===== config.mk =====
export PLATFORM = sky130hd
export DESIGN_NAME = router_fifo
export DESIGN_NICKNAME = d
export VERILOG_FILES = /design/src/rtl/router_fifo_pkg.sv /design/src/rtl/router_fifo.sv
export SDC_FILE = /design/constraint.sdc
export NUM_CORES = 1
export LEC_CHECK = 0
export ABC_AREA = 1
export BUFFER_PORTS_ARGS = -buffer_cell sky130_fd_sc_hd__clkbuf_2
export CELL_PAD_IN_SITES_DETAIL_PLACEMENT = 2
export CELL_PAD_IN_SITES_GLOBAL_PLACEMENT = 2
export CORE_UTILIZATION = 37
export DETAILED_ROUTE_END_ITERATION = 8
export PLACE_DENSITY_LB_ADDON = 0.1
export SYNTH_ARGS = -nofsm -noshare
export SYNTH_HDL_FRONTEND = slang
export SYNTH_SLANG_ARGS = --single-unit
export TNS_END_PERCENT = 10

===== constraint.sdc =====
create_clock -name clock -period 2.4 [get_ports clock]
set_clock_uncertainty 0.05 [all_clocks]
set_input_delay 0.48 -clock clock [delete_from_list [all_inputs] [get_ports clock]]
set_output_delay 0.48 -clock clock [all_outputs]
set_load 0.01 [all_outputs]

===== src/rtl/router_fifo_pkg.sv =====
// ----------------------------------------------------------------------------
// router_fifo_pkg
// Shared router definitions used by the router FIFO:
//   ROUTER_WIDTH / ROUTER_DEPTH : default byte width and FIFO depth
//   HDR_LEN_MSB / HDR_LEN_LSB   : payload-length field of a header byte
//   HDR_ADDR_MSB / HDR_ADDR_LSB : destination-address field of a header byte
//   PKT_CNT_W                   : width of the read-side packet byte counter
//   pkt_count_load()            : bytes still to read after a header
//                                 (payload length plus the parity byte)
// ----------------------------------------------------------------------------
package router_fifo_pkg;

    localparam int ROUTER_WIDTH = 8;
    localparam int ROUTER_DEPTH = 16;

    localparam int HDR_LEN_MSB  = 7;
    localparam int HDR_LEN_LSB  = 2;
    localparam int HDR_ADDR_MSB = 1;
    localparam int HDR_ADDR_LSB = 0;

    localparam int PKT_CNT_W    = HDR_LEN_MSB - HDR_LEN_LSB + 1;

    // Counter load value for a header: payload bytes plus one parity byte.
    // A length of 63 wraps to 0 in the 6-bit counter.
    function automatic logic [PKT_CNT_W-1:0] pkt_count_load(
        input logic [PKT_CNT_W-1:0] hdr_len
    );
        return hdr_len + {{(PKT_CNT_W-1){1'b0}}, 1'b1};
    endfunction

endpackage


===== src/rtl/router_fifo.sv =====
// ----------------------------------------------------------------------------
// router_fifo
// Per-destination packet FIFO of the router. Each entry stores the byte and a
// header flag. Reads have one clock of latency into a registered data_out.
// A packet counter tracks how many bytes of the current packet remain to be
// read so that pkt_busy stays high from the header read to the parity read.
//
// Parameters: DEPTH (power of two, >= 4), WIDTH (byte width, >= 8)
// Ports:
//   clock       rising-edge clock
//   resetn      asynchronous active-low reset
//   soft_reset  synchronous flush (overrides concurrent read/write)
//   write_enb   write request, ignored while full
//   read_enb    read request, ignored while empty
//   lfd_state   header flag stored with data_in
//   data_in     byte to store
//   data_out    registered read data, holds when no read occurs
//   full        no free entry (combinational from pointers)
//   empty       no stored entry (combinational from pointers)
//   pkt_busy    packet readout in progress
//   fifo_count  occupancy, present only with ROUTER_FIFO_OCCUPANCY_EN defined
// ----------------------------------------------------------------------------
module router_fifo
    import router_fifo_pkg::*;
#(
    parameter int DEPTH = ROUTER_DEPTH,
    parameter int WIDTH = ROUTER_WIDTH
) (
    input  logic             clock,
    input  logic             resetn,
    input  logic             soft_reset,
    input  logic             write_enb,
    input  logic             read_enb,
    input  logic             lfd_state,
    input  logic [WIDTH-1:0] data_in,
    output logic [WIDTH-1:0] data_out,
    output logic             full,
    output logic             empty,
    output logic             pkt_busy
`ifdef ROUTER_FIFO_OCCUPANCY_EN
    ,
    output logic [$clog2(DEPTH):0] fifo_count
`else
`endif
);

    localparam int AW = $clog2(DEPTH);
    localparam logic [AW:0]          PTR_ONE  = {{AW{1'b0}}, 1'b1};
    localparam logic [PKT_CNT_W-1:0] CNT_ZERO = {PKT_CNT_W{1'b0}};
    localparam logic [PKT_CNT_W-1:0] CNT_ONE  = {{(PKT_CNT_W-1){1'b0}}, 1'b1};

    // Storage is not reset: entries are only visible between the pointers.
    logic [WIDTH:0]           mem_r [DEPTH];

    logic [AW:0]              wr_ptr_r, rd_ptr_r;
    logic [WIDTH-1:0]         data_out_r;
    logic [PKT_CNT_W-1:0]     pkt_cnt_r;
    logic                     pkt_busy_r;

    logic                     full_s, empty_s, wr_ok_s, rd_ok_s;
    logic [WIDTH:0]           rd_entry_s;
    logic [PKT_CNT_W-1:0]     cnt_dec_s;
    logic [AW:0]              wr_ptr_nxt_s, rd_ptr_nxt_s;
    logic [WIDTH-1:0]         data_out_nxt_s;
    logic [PKT_CNT_W-1:0]     pkt_cnt_nxt_s;
    logic                     pkt_busy_nxt_s;

    // Extra pointer MSB distinguishes full from empty when the low bits match.
    assign empty_s = (wr_ptr_r == rd_ptr_r);
    assign full_s  = (wr_ptr_r[AW] != rd_ptr_r[AW]) &&
                     (wr_ptr_r[AW-1:0] == rd_ptr_r[AW-1:0]);

    assign full     = full_s;
    assign empty    = empty_s;
    assign data_out = data_out_r;
    assign pkt_busy = pkt_busy_r;

`ifdef ROUTER_FIFO_OCCUPANCY_EN
    // Pointer difference is the occupancy; modulo arithmetic handles wrap.
    assign fifo_count = wr_ptr_r - rd_ptr_r;
`else
    // Occupancy output not built in this configuration.
`endif

    // Next-state logic for pointers, read data and packet tracking.
    always_comb begin
        wr_ok_s        = write_enb & ~full_s & ~soft_reset;
        rd_ok_s        = read_enb & ~empty_s & ~soft_reset;
        rd_entry_s     = mem_r[rd_ptr_r[AW-1:0]];
        cnt_dec_s      = pkt_cnt_r - CNT_ONE;
        wr_ptr_nxt_s   = wr_ptr_r;
        rd_ptr_nxt_s   = rd_ptr_r;
        data_out_nxt_s = data_out_r;
        pkt_cnt_nxt_s  = pkt_cnt_r;
        pkt_busy_nxt_s = pkt_busy_r;

        if (soft_reset) begin
            wr_ptr_nxt_s   = {(AW+1){1'b0}};
            rd_ptr_nxt_s   = {(AW+1){1'b0}};
            data_out_nxt_s = {WIDTH{1'b0}};
            pkt_cnt_nxt_s  = CNT_ZERO;
            pkt_busy_nxt_s = 1'b0;
        end else begin
            if (wr_ok_s) begin
                wr_ptr_nxt_s = wr_ptr_r + PTR_ONE;
            end else begin
                wr_ptr_nxt_s = wr_ptr_r;
            end

            if (rd_ok_s) begin
                rd_ptr_nxt_s   = rd_ptr_r + PTR_ONE;
                data_out_nxt_s = rd_entry_s[WIDTH-1:0];
                if (rd_entry_s[WIDTH]) begin
                    // A header always restarts tracking, even mid-packet.
                    pkt_cnt_nxt_s  = pkt_count_load(rd_entry_s[HDR_LEN_MSB:HDR_LEN_LSB]);
                    pkt_busy_nxt_s = 1'b1;
                end else if (pkt_cnt_r != CNT_ZERO) begin
                    pkt_cnt_nxt_s  = cnt_dec_s;
                    pkt_busy_nxt_s = (cnt_dec_s != CNT_ZERO);
                end else begin
                    pkt_cnt_nxt_s  = pkt_cnt_r;
                    pkt_busy_nxt_s = pkt_busy_r;
                end
            end else begin
                rd_ptr_nxt_s   = rd_ptr_r;
                data_out_nxt_s = data_out_r;
            end
        end
    end

    // Control and output registers with asynchronous reset.
    always_ff @(posedge clock or negedge resetn) begin
        if (!resetn) begin
            wr_ptr_r   <= {(AW+1){1'b0}};
            rd_ptr_r   <= {(AW+1){1'b0}};
            data_out_r <= {WIDTH{1'b0}};
            pkt_cnt_r  <= CNT_ZERO;
            pkt_busy_r <= 1'b0;
        end else begin
            wr_ptr_r   <= wr_ptr_nxt_s;
            rd_ptr_r   <= rd_ptr_nxt_s;
            data_out_r <= data_out_nxt_s;
            pkt_cnt_r  <= pkt_cnt_nxt_s;
            pkt_busy_r <= pkt_busy_nxt_s;
        end
    end

    // Storage write port.
    always_ff @(posedge clock) begin
        if (wr_ok_s) begin
            mem_r[wr_ptr_r[AW-1:0]] <= {lfd_state, data_in};
        end
    end

endmodule


# After elaboration in Yosys (flattened, before gate mapping)
# Memory sizes are Yosys's and may differ from the RTL's.
# Cells that the tools add are included.
# W data, S select, Z words.
dict set report classes {
  n_addsub 4
  n_bitwise 7
  n_mux 16
  reduce_logical 7
  eq_ne 3
}
# op n
set ops {}
lappend ops {{$mux W6} 4}
lappend ops {{$mux W5} 4}
lappend ops {{$mux W8} 2}
lappend ops {{$reduce_bool A6 Y1} 2}
lappend ops {{$add A5 B1 Y5 const B} 2}
lappend ops {{$add A6 B1 Y6 const B} 1}
lappend ops {{$mux W1} 6}
lappend ops {{$sub A6 B1 Y6 const B} 1}
lappend ops {{$eq A5 B5 Y1} 1}
lappend ops {{$and A1 B1 Y1} 4}
lappend ops {{$eq A4 B4 Y1} 1}
lappend ops {{$reduce_bool A2 Y1} 2}
lappend ops {{$not A1 Y1} 3}
lappend ops {{$reduce_bool A3 Y1} 1}
lappend ops {{$reduce_and A2 Y1} 1}
lappend ops {{$logic_and A1 B1 Y1} 1}
lappend ops {{$ne A1 B1 Y1} 1}
dict set report word_totals {
  inputBits 14
  ff_bits 25
  n_memories 1
  ramBits 144
  output_inout_bits 11
  word_cells 43
}
# memory depth width read_ports rd_clocked_by_memory_dff wr line_no
set mem_list {}
lappend mem_list {mem_r 16 9 1 0 1 router_fifo.sv:53} ;# logic [WIDTH:0] mem_r [DEPTH];

# Longest topological paths before layout
# Gate-level depths: netlist of the first run.
dict set report depth {
  depth_word 7
  mapped_depth 17
  ltp_nobuf 15
}

# Worst setup path after synthesis of the first run
# No wires, ideal clock.
dict set report synth_path {
  kind {reg2reg}
  startpoint {register rd_ptr_r[0]}
  endpoint {memory mem_r[7][0] (netlist bit) (enable)}
  period_less_slack_ps 2357
  t_arrival_ps 1920
  n_path_buf 2
  path_slack_ps 43
  t_required_ps 1963
  path_stages_with_launch 11
  setup_time_ps 387
  cell_sequence {dfrtp_1 buf_6 inv_6 buf_6 nand2_1 a21oi_2 nand3_1 nand2_1 nor2_1 inv_1 nor3_1}
}
dict set report synth_between {
  elab_chain_cells 7
}
# element line_no
set synth_rtl {}
lappend synth_rtl {{start, declared} router_fifo.sv:55} ;# logic [AW:0] wr_ptr_r, rd_ptr_r;
lappend synth_rtl {{start signal, assigned} router_fifo.sv:135} ;# rd_ptr_r <= {(AW+1){1'b0}};
lappend synth_rtl {{start signal, assigned} router_fifo.sv:141} ;# rd_ptr_r <= rd_ptr_nxt_s;
lappend synth_rtl {{$eq A4 B4 Y1} router_fifo.sv:71} ;# (wr_ptr_r[AW-1:0] == rd_ptr_r[AW-1:0]);
lappend synth_rtl {{$logic_and A1 B1 Y1} router_fifo.sv:70} ;# assign full_s = (wr_ptr_r[AW] != rd_ptr_r[AW]) &&
lappend synth_rtl {{$not A1 Y1} router_fifo.sv:87} ;# wr_ok_s = write_enb & ~full_s & ~soft_reset;
lappend synth_rtl {{$and A1 B1 Y1 (2 in a row)} router_fifo.sv:87}
lappend synth_rtl {{$mux W1} router_fifo.sv:150} ;# if (wr_ok_s) begin
lappend synth_rtl {{$mux W1 (implied by the code)} router_fifo.sv:151} ;# mem_r[wr_ptr_r[AW-1:0]] <= {lfd_state, data_in};
lappend synth_rtl {{end, declared} router_fifo.sv:53}
# No other way between the ends.

# Worst setup path in the final report of the first run
dict set report layout_path {
  startpoint {register rd_ptr_r[0]}
  endpoint {output full}
}
dict set report layout_between {
  elab_chain_cells 2
}
# element line_no
set layout_rtl {}
lappend layout_rtl {{$eq A4 B4 Y1} router_fifo.sv:71}
lappend layout_rtl {{$logic_and A1 B1 Y1} router_fifo.sv:70}
lappend layout_rtl {{end, declared} router_fifo.sv:37} ;# output logic full,
# No other way between the ends.

==> results of run 1 <==
layout by cell type, fill, tap and decap left out, types with 4 or more instances in the layout:
cell type,count
nand2_1,183
edfxtp_1,144
nor2_1,83
inv_1,67
nand3_1,52
o21ai_0,42
buf_4,38
dfrtp_1,24
clkbuf_2,24
clkbuf_16,20
o21ai_1,11
inv_2,9
ha_1,8
o22ai_1,7
buf_12,7
xor2_1,6
nor3_1,5
nand2_4,5
a22o_1,5
a21oi_1,5
clkbuf_1,5
o211ai_1,4
worst max path at each step:
stage | cells after the start | slack (ns) | endpoint | from
2_1_floorplan | 10 | 0.04 | mem_r[7][0] | rd_ptr_r[0]
3_3_place_gp | 9 | 0.05 | mem_r[3][1] | rd_ptr_r[0]
3_5_place_dp | 9 | -0.09 | mem_r[7][4] | rd_ptr_r[0]
4_1_cts | 6 | 0.001 | full | rd_ptr_r[0]
5_1_grt | 15 | -0.05 | pkt_cnt_r[5] | rd_ptr_r[0]
6_report | 6 | 0.05 | full | rd_ptr_r[0]
power groups by stage:
stage,clock network (mW),logic (mW),registers (mW)
global route,2.95,1.27,3.34
floorplan,0,0.778,3.38
detailed placement,0,1.14,3.39
global placement,0,1.09,3.38
CTS,2.85,1.16,3.33
finish,2.80,1.14,3.33
state kept, by name (all words and copies together) (netlist names):
name       cells
data_out       8
mem_r        144
pkt_busy       1
pkt_cnt_r      6
rd_ptr_r       5
wr_ptr_r       5
layer usage:
layer | up-vias | share of wire [%]
met4 | 0 | 0.63
met5 | - | 0
met1 | 2737 | 43
met3 | 11 | 2.6
met2 | 56 | 54
li1 | 2508 | -
what timing repair did:
action	4_1_cts	5_1_grt
resized for setup	3	4
setup buffers	0	0
endpoints found under the setup margin	25	121
pin swaps	0	0
stage by stage:
| step | cell area (um2) | TNS [ns] | std cells | util [%] | hold slack [ns] |
|---|---|---|---|---|---|
| 3_5_place_dp | 8212 | -1.412 | 1022 | 41.65 | 0.4320 |
| 5_1_grt | 8833 | -0.1702 | 1054 | 44.80 | 0.05284 |
| 6_report | 8833 | 0 | 1054 | 44.80 | 0.01803 |
| 2_1_floorplan | 7559 | 0 | 718 | - | 0.1344 |
| 4_1_cts | 8826 | 0 | 1054 | 44.76 | 0.03471 |
| 3_3_place_gp | 8212 | 0 | 1022 | 41.65 | 0.4163 |
final cells by class:
type	instances	area, um2
fillers	2038	10880
clock inverters	5	55.05
flip-flops and latches	169	4951
multi-input cells	440	2100
well taps	265	331.6
inverters	79	304.0
clock buffers	27	546.8
repair buffers	69	545.5
cells by family (layout without fill, tap and decap cells):
kind of cell	Yosys count	after routing	synth area share (%)
and+or+nand+nor	344	344	19.20
DFF	169	169	65.49
buffers and inverters	109	180	6.969
AOI/OAI and AO/OA	81	81	6.208
adders and majority gates	8	8	1.324
xor gates and xnor gates	7	7	0.8111
critical path: cells and delay by family (launching register included):
family	cells	cell delay (ns)
AOI/OAI and AO/OA	1	0.21
buffers and inverters	3	0.44
DFF	1	0.50
and+or+nand+nor	2	0.25
==> impl_metrics.env, run 1 <==
export IMPL_maxCapViolations=0
export IMPL_root_buffer="clkbuf_16"
export IMPL_crit_fanout=30
export IMPL_p_int_mw=5.300
export IMPL_critPathLaunchType="flop"
export IMPL_critical_path_arrival_ns=1.82
export IMPL_grt_pass1_vias=6122
export IMPL_crit_type="reg -> out"
export IMPL_port_buffers=24
export IMPL_fin_ws_ns=0.05485
export IMPL_hpwlAfterDp_um=15660
export IMPL_ant_nets=0
export IMPL_htree_levels=4
export IMPL_cts_made_buffers=17
export IMPL_worstMarginPinSlew_ns=0.6569
export IMPL_drc=0
export IMPL_initial_core_util_pct=38.33
export IMPL_row_count=51
export IMPL_syn_nets=740
export IMPL_ys_top_cells_by_area="edfxtp_1 57%, nand2_1 9.1%, dfrtp_1 8.3%, nor2_1 4.2%, nand3_1 3.4%"
export IMPL_synth_most_common_cell="nand2_1"
export IMPL_power_density_nw_per_um2=822.4
export IMPL_fin_crit_ns=2.345
export IMPL_fp_dieW_um=144.9
export IMPL_synth_avg_cell_area_um2=10.53
export IMPL_viasPerCell=5.040
export IMPL_synth_largest_area_cell="edfxtp_1"
export IMPL_status="complete, no violations"
export IMPL_areaGrowthSynthToFinish_pct=16.87
export IMPL_coreArea_um2=19720
export IMPL_antenna_found_initial=0
export IMPL_report_final_hold_viol_count=0
export IMPL_r2r_slack_ns=0.13
export IMPL_grt_use_total_pct=22.79
export IMPL_totalWireLength_um=22330
export IMPL_critPathMaxStageDelay_ns=0.50
export IMPL_drt_pass1_iterations=4
export IMPL_period_share_pct=97.71
export IMPL_overflow=0
export IMPL_slew_headroom_pct=56.21
export IMPL_holdCritPathClass="in -> async"
export IMPL_p_total_mw=7.265
export IMPL_rsz0062_at_grt="yes"
export IMPL_ctsHoldBuffers=0
export IMPL_peakVddDrop_mv=0.4497
export IMPL_swShare_pct=27.04
export IMPL_max_freq_ghz=0.4264
export IMPL_yosysTopAreaCellShare_pct=57.21
export IMPL_insertedDiodeCount=0
export IMPL_place_gp_congestion=0.8594
export IMPL_drv_slew=0
export IMPL_cts_tree="built"
export IMPL_grt_max_degree=35
export IMPL_grt_pass1_wl_um=35810
export IMPL_switchingPower_mw=1.965
export IMPL_grt_met3_usage_pct=2.610
export IMPL_clockPowerShare_pct=38.5
export IMPL_fp_dieArea_um2=21000
export IMPL_power_frac_seq_pct=45.8
export IMPL_cp_cell_sequence="inv_8 -> nand2_1 -> a21oi_2 -> nand3_1 -> inv_1 -> clkbuf_2"
export IMPL_reg2reg_to="mem_r[1][0]"
export IMPL_timing_rr_start="rd_ptr_r[0]"
export IMPL_met1_usage_pct=28.22
export IMPL_finalSetupViolCount=0
export IMPL_crit_slowest_cell="dfrtp_2"
export IMPL_io_pins=25
export IMPL_synth_commonest_cells="183 x nand2_1, 144 x edfxtp_1, 84 x nor2_1, 69 x inv_1, 52 x nand3_1"
export IMPL_syn_cell_area_um2=7558
export IMPL_yosys_warnings=0
export IMPL_synth_cells=718
export IMPL_p_comb_share_pct=15.7
export IMPL_synth_edf_count=144
export IMPL_nets=798
export IMPL_drt_iter0_drc=277
export IMPL_insertion_delay_ns=0.42
export IMPL_path_clk_slew_ns=0.07
export IMPL_chipHeight_um=144.9
export IMPL_cts_sinks=169
export IMPL_synth_flop_cell="edfxtp_1"
export IMPL_reg2reg_depth=9
export IMPL_synth_cell_types=38
export IMPL_power_leakage_nw=3.650
export IMPL_ys_ff_latch=169
export IMPL_cts_max_path_buffers=2
export IMPL_async_reset_ff_share_pct=14.79
export IMPL_cp_data_required_time_ns=1.87
export IMPL_end_kind="output pin"
export IMPL_drive_above_1_share_pct=16.10
export IMPL_vias=5312
export IMPL_post_place_ws_ns=-0.09271
export IMPL_met2_usage_pct=41.88
export IMPL_ys_seq_area_share_pct=65.49
export IMPL_post_drt_wl_per_cell_um=21.18
export IMPL_busiest_layer="met2"
No activity file was read; power rests on OpenSTA's default activity.
==> run 2: changes to the inputs <==
Settings changed: CORE_UTILIZATION 37 to 30.
Clock period 2.4 ns to 2.1 ns, I/O delays scaled along.
==> impl_metrics.env, run 2 (synthesis results as in run 1) <==
export IMPL_end_kind="output pin"
export IMPL_reg2reg_depth=12
export IMPL_finalSetupViolCount=2
export IMPL_maxCapViolations=0
export IMPL_r2r_slack_ns=0.01
export IMPL_slew_headroom_pct=52.38
export IMPL_critPathMaxStageDelay_ns=0.47
export IMPL_path_delay_family="flip-flops"
export IMPL_vias=5554
export IMPL_fp_dieW_um=160.7
export IMPL_viasPerCell=4.771
export IMPL_hpwlAfterDp_um=15850
export IMPL_cts_tree="built"
export IMPL_row_count=57
export IMPL_period_share_pct=101.8
export IMPL_cts_made_buffers=17
export IMPL_fp_dieArea_um2=25830
export IMPL_port_buffers=24
export IMPL_grt_use_total_pct=19.32
export IMPL_power_density_nw_per_um2=911.3
export IMPL_nets=849
export IMPL_timing_rr_start="rd_ptr_r[0]"
export IMPL_peakVddDrop_mv=0.4764
export IMPL_cp_data_required_time_ns=1.63
export IMPL_root_buffer="clkbuf_16"
export IMPL_fin_tns_setup_ns=-0.05579
export IMPL_violations="setup timing"
export IMPL_path_common_cell="buf_6"
export IMPL_final_area_um2=9677
export IMPL_n_fill_cell=2647
export IMPL_cp_depth=7
export IMPL_drc=0
export IMPL_final_common_cell="nand2_1"
export IMPL_holdCritPathClass="in -> reg"
export IMPL_drt_pass1_iterations=4
export IMPL_totalWireLength_um=23920
export IMPL_status="finished with violations"
export IMPL_io_pins=25
export IMPL_crit_fanout=8
export IMPL_crit_type="reg -> out"
export IMPL_grt_max_degree=39
export IMPL_drv_slew=0
export IMPL_critical_path_arrival_ns=1.67
export IMPL_areaGrowthSynthToFinish_pct=28.03
export IMPL_crit_slowest_cell="dfrtp_2"
export IMPL_drive_above_1_share_pct=27.14
export IMPL_place_gp_congestion=0.7480
export IMPL_overflow=0
export IMPL_initial_core_util_pct=30.81
export IMPL_ant_nets=0
export IMPL_critPathLaunchType="flop"
export IMPL_reg2reg_to="pkt_cnt_r[5]"
export IMPL_crit_end="full"
export IMPL_power_leakage_nw=3.984
export IMPL_place_area_um2=8531
export IMPL_crit_buf_inv=4
export IMPL_antenna_found_initial=0
export IMPL_post_drt_wl_per_cell_um=20.55
export IMPL_grt_pass1_wl_um=36670
export IMPL_layout_common_cells="170 x nand2_1, 144 x edfxtp_1, 72 x nor2_1"
export IMPL_coreArea_um2=24530
export IMPL_cts_max_path_buffers=2
export IMPL_htree_levels=4
export IMPL_worstMarginPinSlew_ns=0.7144
export IMPL_report_final_hold_viol_count=0
export IMPL_largest_register_ffs=144
export IMPL_drt_iter0_drc=329
export IMPL_insertedDiodeCount=0
export IMPL_grt_pass1_vias=6200
export IMPL_crit_start="rd_ptr_r[0]"
export IMPL_chipHeight_um=160.7
export IMPL_cp_cell_sequence="buf_12 -> nand2_4 -> a21oi_4 -> nand3_2 -> buf_6 -> inv_2 -> buf_6"
export IMPL_fin_ws_ns=-0.03841
export IMPL_cts_sinks=169
export IMPL_rsz0062_at_grt="yes"
export IMPL_max_freq_ghz=0.4676
export IMPL_path_clk_slew_ns=0.07
export IMPL_fin_crit_ns=2.138
export IMPL_insertion_delay_ns=0.43
[run 2: cell types whose count changed in the layout (fill, tap and decap cells not counted), sizes merged]
cell / change
inv: +10
clkinv: -1
clkinvlp: +2
clkbuf: -9
buf: +48
dlygate4sd3: +1
[run 2: layer usage]
metal | GRT usage (%) | wire [um] | up-vias
met5 | 0 | 0 | -
met4 | 3.988 | 208 | 0
met3 | 3.073 | 591 | 18
met2 | 33.61 | 12320 | 61
met1 | 25.34 | 10800 | 2862
li1 | - | - | 2613
[run 2: worst register-to-register path: stages, from the launching register on]
cell and delay, ns:
dfrtp_2 0.47, buf_4 0.19, inv_8 0.07, buf_4 0.16
o21ai_0 0.17, o22ai_1 0.11, nand2_1 0.07, nand2_1 0.12
nor2_4 0.19, o21bai_1 0.15, nand3_1 0.10, nand2_1 0.07
nand2_1 0.05
[run 2: stage by stage]
step / hold WS (ns) / power [mW] / setup slack (ns) / util, % / instances
after global placement: 0.4135 / 5.269 / -0.05093 / 34.77 / 1112
final: 0.3452 / 8.819 / -0.03841 / 39.44 / 1164
after CTS: 0.3202 / 8.722 / -0.07008 / 38.28 / 1156
after floorplan: 0.07441 / 4.747 / -0.2567 / - / 718
after detailed placement: 0.4215 / 5.323 / -0.1679 / 34.77 / 1112
after global routing: 0.3643 / 9.228 / -0.1417 / 39.44 / 1164
[run 2: timing repair]
item | 4_1_cts | 5_1_grt
hold buffers | 1 | 0
hold endpoints to repair | 2 | 0
gates resized for setup | 43 | 57
pin swaps | 7 | 18
gates cloned | 3 | 3
buffers inserted | 8 | 5
setup endpoints to repair | 136 | 71
[run 2: worst min-delay path by stage]
| stage | start | endpoint | slack [ns] | depth (start not counted) |
|---|---|---|---|---|
| final | read_enb | rd_ptr_r[3] | 0.35 | 5 |
| after global routing | read_enb | rd_ptr_r[3] | 0.36 | 4 |
| after CTS | read_enb | rd_ptr_r[2] | 0.32 | 5 |
| after detailed placement | pkt_busy | pkt_busy | 0.42 | 2 |
| after global placement | pkt_busy | pkt_busy | 0.41 | 2 |
| after floorplan | resetn | data_out[0] | 0.07 | 0 |
[run 2: where the power goes]
part / leakage [nW] / switching [mW] / internal, mW / total (mW)
combinational: 2.06 / 1.05 / 0.732 / 1.78
sequential: 1.63 / 0.0753 / 3.73 / 3.80
clock: 0.288 / 1.53 / 1.71 / 3.24
total: 3.98 / 2.65 / 6.17 / 8.82
[run 2: area by class of cell]
| class | count | area (um2) | area share [%] |
|---|---|---|---|
| clock inverter | 15 | 170.2 | 1.758 |
| multi-input combinational | 440 | 2305 | 23.82 |
| timing repair buffer | 119 | 1097 | 11.34 |
| inverter | 79 | 309.0 | 3.194 |
| tap | 324 | 405.4 | 4.189 |
| clock buffer | 17 | 425.4 | 4.396 |
| timing repair inverter | 1 | 11.26 | 0.1164 |
| sequential | 169 | 4954 | 51.19 |
==> run 3: changes to the inputs <==
Settings changed: CTS_BUF_LIST from default to sky130_fd_sc_hd__clkbuf_4.
==> impl_metrics.env, run 3 (synthesis results as in run 1) <==
export IMPL_finalSetupViolCount=91
export IMPL_maxCapViolations=0
export IMPL_report_final_hold_viol_count=0
export IMPL_critical_path_arrival_ns=2.75
export IMPL_layout_common_cells="163 x nand2_1, 144 x edfxtp_1, 66 x buf_4"
export IMPL_rsz0062_at_grt="yes"
export IMPL_timing_rr_start="rd_ptr_r[0]"
export IMPL_path_clk_slew_ns=0.17
export IMPL_crit_type="reg -> reg"
export IMPL_drt_pass1_iterations=4
export IMPL_period_share_pct=109.3
export IMPL_dp_cells=1112
export IMPL_antenna_found_initial=1
export IMPL_slew_headroom_pct=47.88
export IMPL_critPathLaunchType="flop"
export IMPL_row_count=57
export IMPL_overflow=0
export IMPL_final_common_cell="nand2_1"
export IMPL_coreArea_um2=24530
export IMPL_cp_data_required_time_ns=2.56
export IMPL_holdCritPathClass="in -> reg"
export IMPL_largest_register_ffs=144
export IMPL_crit_fanout=9
export IMPL_post_drt_wl_per_cell_um=20.88
export IMPL_grt_max_degree=26
export IMPL_drive_above_1_share_pct=34.50
export IMPL_power_density_nw_per_um2=789.4
export IMPL_end_kind="flop"
export IMPL_reg2reg_depth=11
export IMPL_io_pins=25
export IMPL_drc=0
export IMPL_status="finished with violations"
export IMPL_reg2reg_to="data_out[1]"
export IMPL_r2r_slack_ns=-0.20
export IMPL_grt_pass1_wl_um=37520
export IMPL_peakVddDrop_mv=0.4174
export IMPL_cts_tree="built"
export IMPL_drt_iter0_drc=341
export IMPL_drv_slew=0
export IMPL_nets=867
export IMPL_ant_nets=0
export IMPL_fin_ws_ns=-0.1960
export IMPL_viasPerCell=4.806
export IMPL_violations="setup timing"
export IMPL_hold_start="read_enb"
export IMPL_max_freq_ghz=0.4355
export IMPL_cts_made_buffers=17
export IMPL_place_gp_congestion=0.7480
export IMPL_insertion_delay_ns=0.59
export IMPL_root_buffer="clkbuf_4"
export IMPL_chipHeight_um=160.7
export IMPL_holdPathEnd="rd_ptr_r[3]"
export IMPL_worstMarginPinSlew_ns=0.7746
export IMPL_fin_crit_ns=2.296
export IMPL_timing_hold_ws_ns=0.1835
export IMPL_holdPathStages=5
export IMPL_initial_core_util_pct=30.81
export IMPL_hpwlAfterDp_um=15850
export IMPL_post_route_util_pct=40.75
export IMPL_grt_use_total_pct=19.79
export IMPL_fp_dieW_um=160.7
export IMPL_fp_dieArea_um2=25830
export IMPL_grt_pass1_vias=6310
export IMPL_vias=5686
export IMPL_port_buffers=24
export IMPL_htree_levels=4
export IMPL_final_cells=1183
export IMPL_p_total_mw=7.893
export IMPL_cts_sinks=169
export IMPL_cts_max_path_buffers=2
export IMPL_areaGrowthSynthToFinish_pct=32.28
export IMPL_power_leakage_nw=4.081
export IMPL_totalWireLength_um=24700
## run 3: worst max-delay path by stage
| stage | from | endpoint | slack, ns |
|---|---|---|---|
| floorplan | rd_ptr_r[0] | mem_r[7][0] | -0.26 |
| global placement | rd_ptr_r[1] | pkt_cnt_r[5] | -0.05 |
| detailed placement | rd_ptr_r[1] | pkt_cnt_r[5] | -0.17 |
| CTS | rd_ptr_r[0] | full | -0.23 |
| global route | wr_ptr_r[3] | full | -0.32 |
| finish | rd_ptr_r[0] | data_out[1] | -0.20 |
## run 3: layer usage
metal / global-route usage (%) / routed length, um
met1: 25.42 / 11010
met5: 0 / 0
met4: 4.974 / 269
met3: 2.841 / 675
met2: 34.91 / 12740
## run 3: area by class of cell
class	instances	area [um2]
fill	2611	14540
timing repair inverter	1	8.758
clock inverter	15	170.2
inverter	79	320.3
timing repair buffer	137	1360
antenna	1	2.502
clock buffer	17	127.6
tap	324	405.4
multi-input combinational	440	2650
sequential	169	4954
## run 3: repair_timing
action,CTS,global route
gates resized for setup,103,120
hold endpoints to repair,25,0
endpoints found under the setup margin,138,161
cloned,5,2
pin swaps,37,57
setup buffers,18,13
hold buffers,1,0
## run 3: report_power, final
part,switching [mW],total (mW),internal (mW)
registers,0.0718,3.80,3.73
clock network,1.37,2.03,0.660
logic,1.20,2.06,0.866
## run 3: critical path: stages (launching register included)
cell,delay [ns]
dfrtp_2,0.50
buf_12,0.15
buf_12,0.14
buf_12,0.14
buf_8,0.12
buf_4,0.13
buf_12,0.14
o21ai_2,0.12
o22ai_1,0.09
o211ai_1,0.24
nand3_2,0.17
a22o_1,0.21
## run 3: per-stage QoR
stage | setup TNS (ns) | instance area (um2) | setup slack [ns]
after CTS | -1.544 | 9433 | -0.2337
after detailed placement | -5.807 | 8531 | -0.1679
after global routing | -20.56 | 9998 | -0.3190
after global placement | -1.091 | 8531 | -0.05093
final | -7.383 | 9998 | -0.1960
after floorplan | -9.715 | 7559 | -0.2567
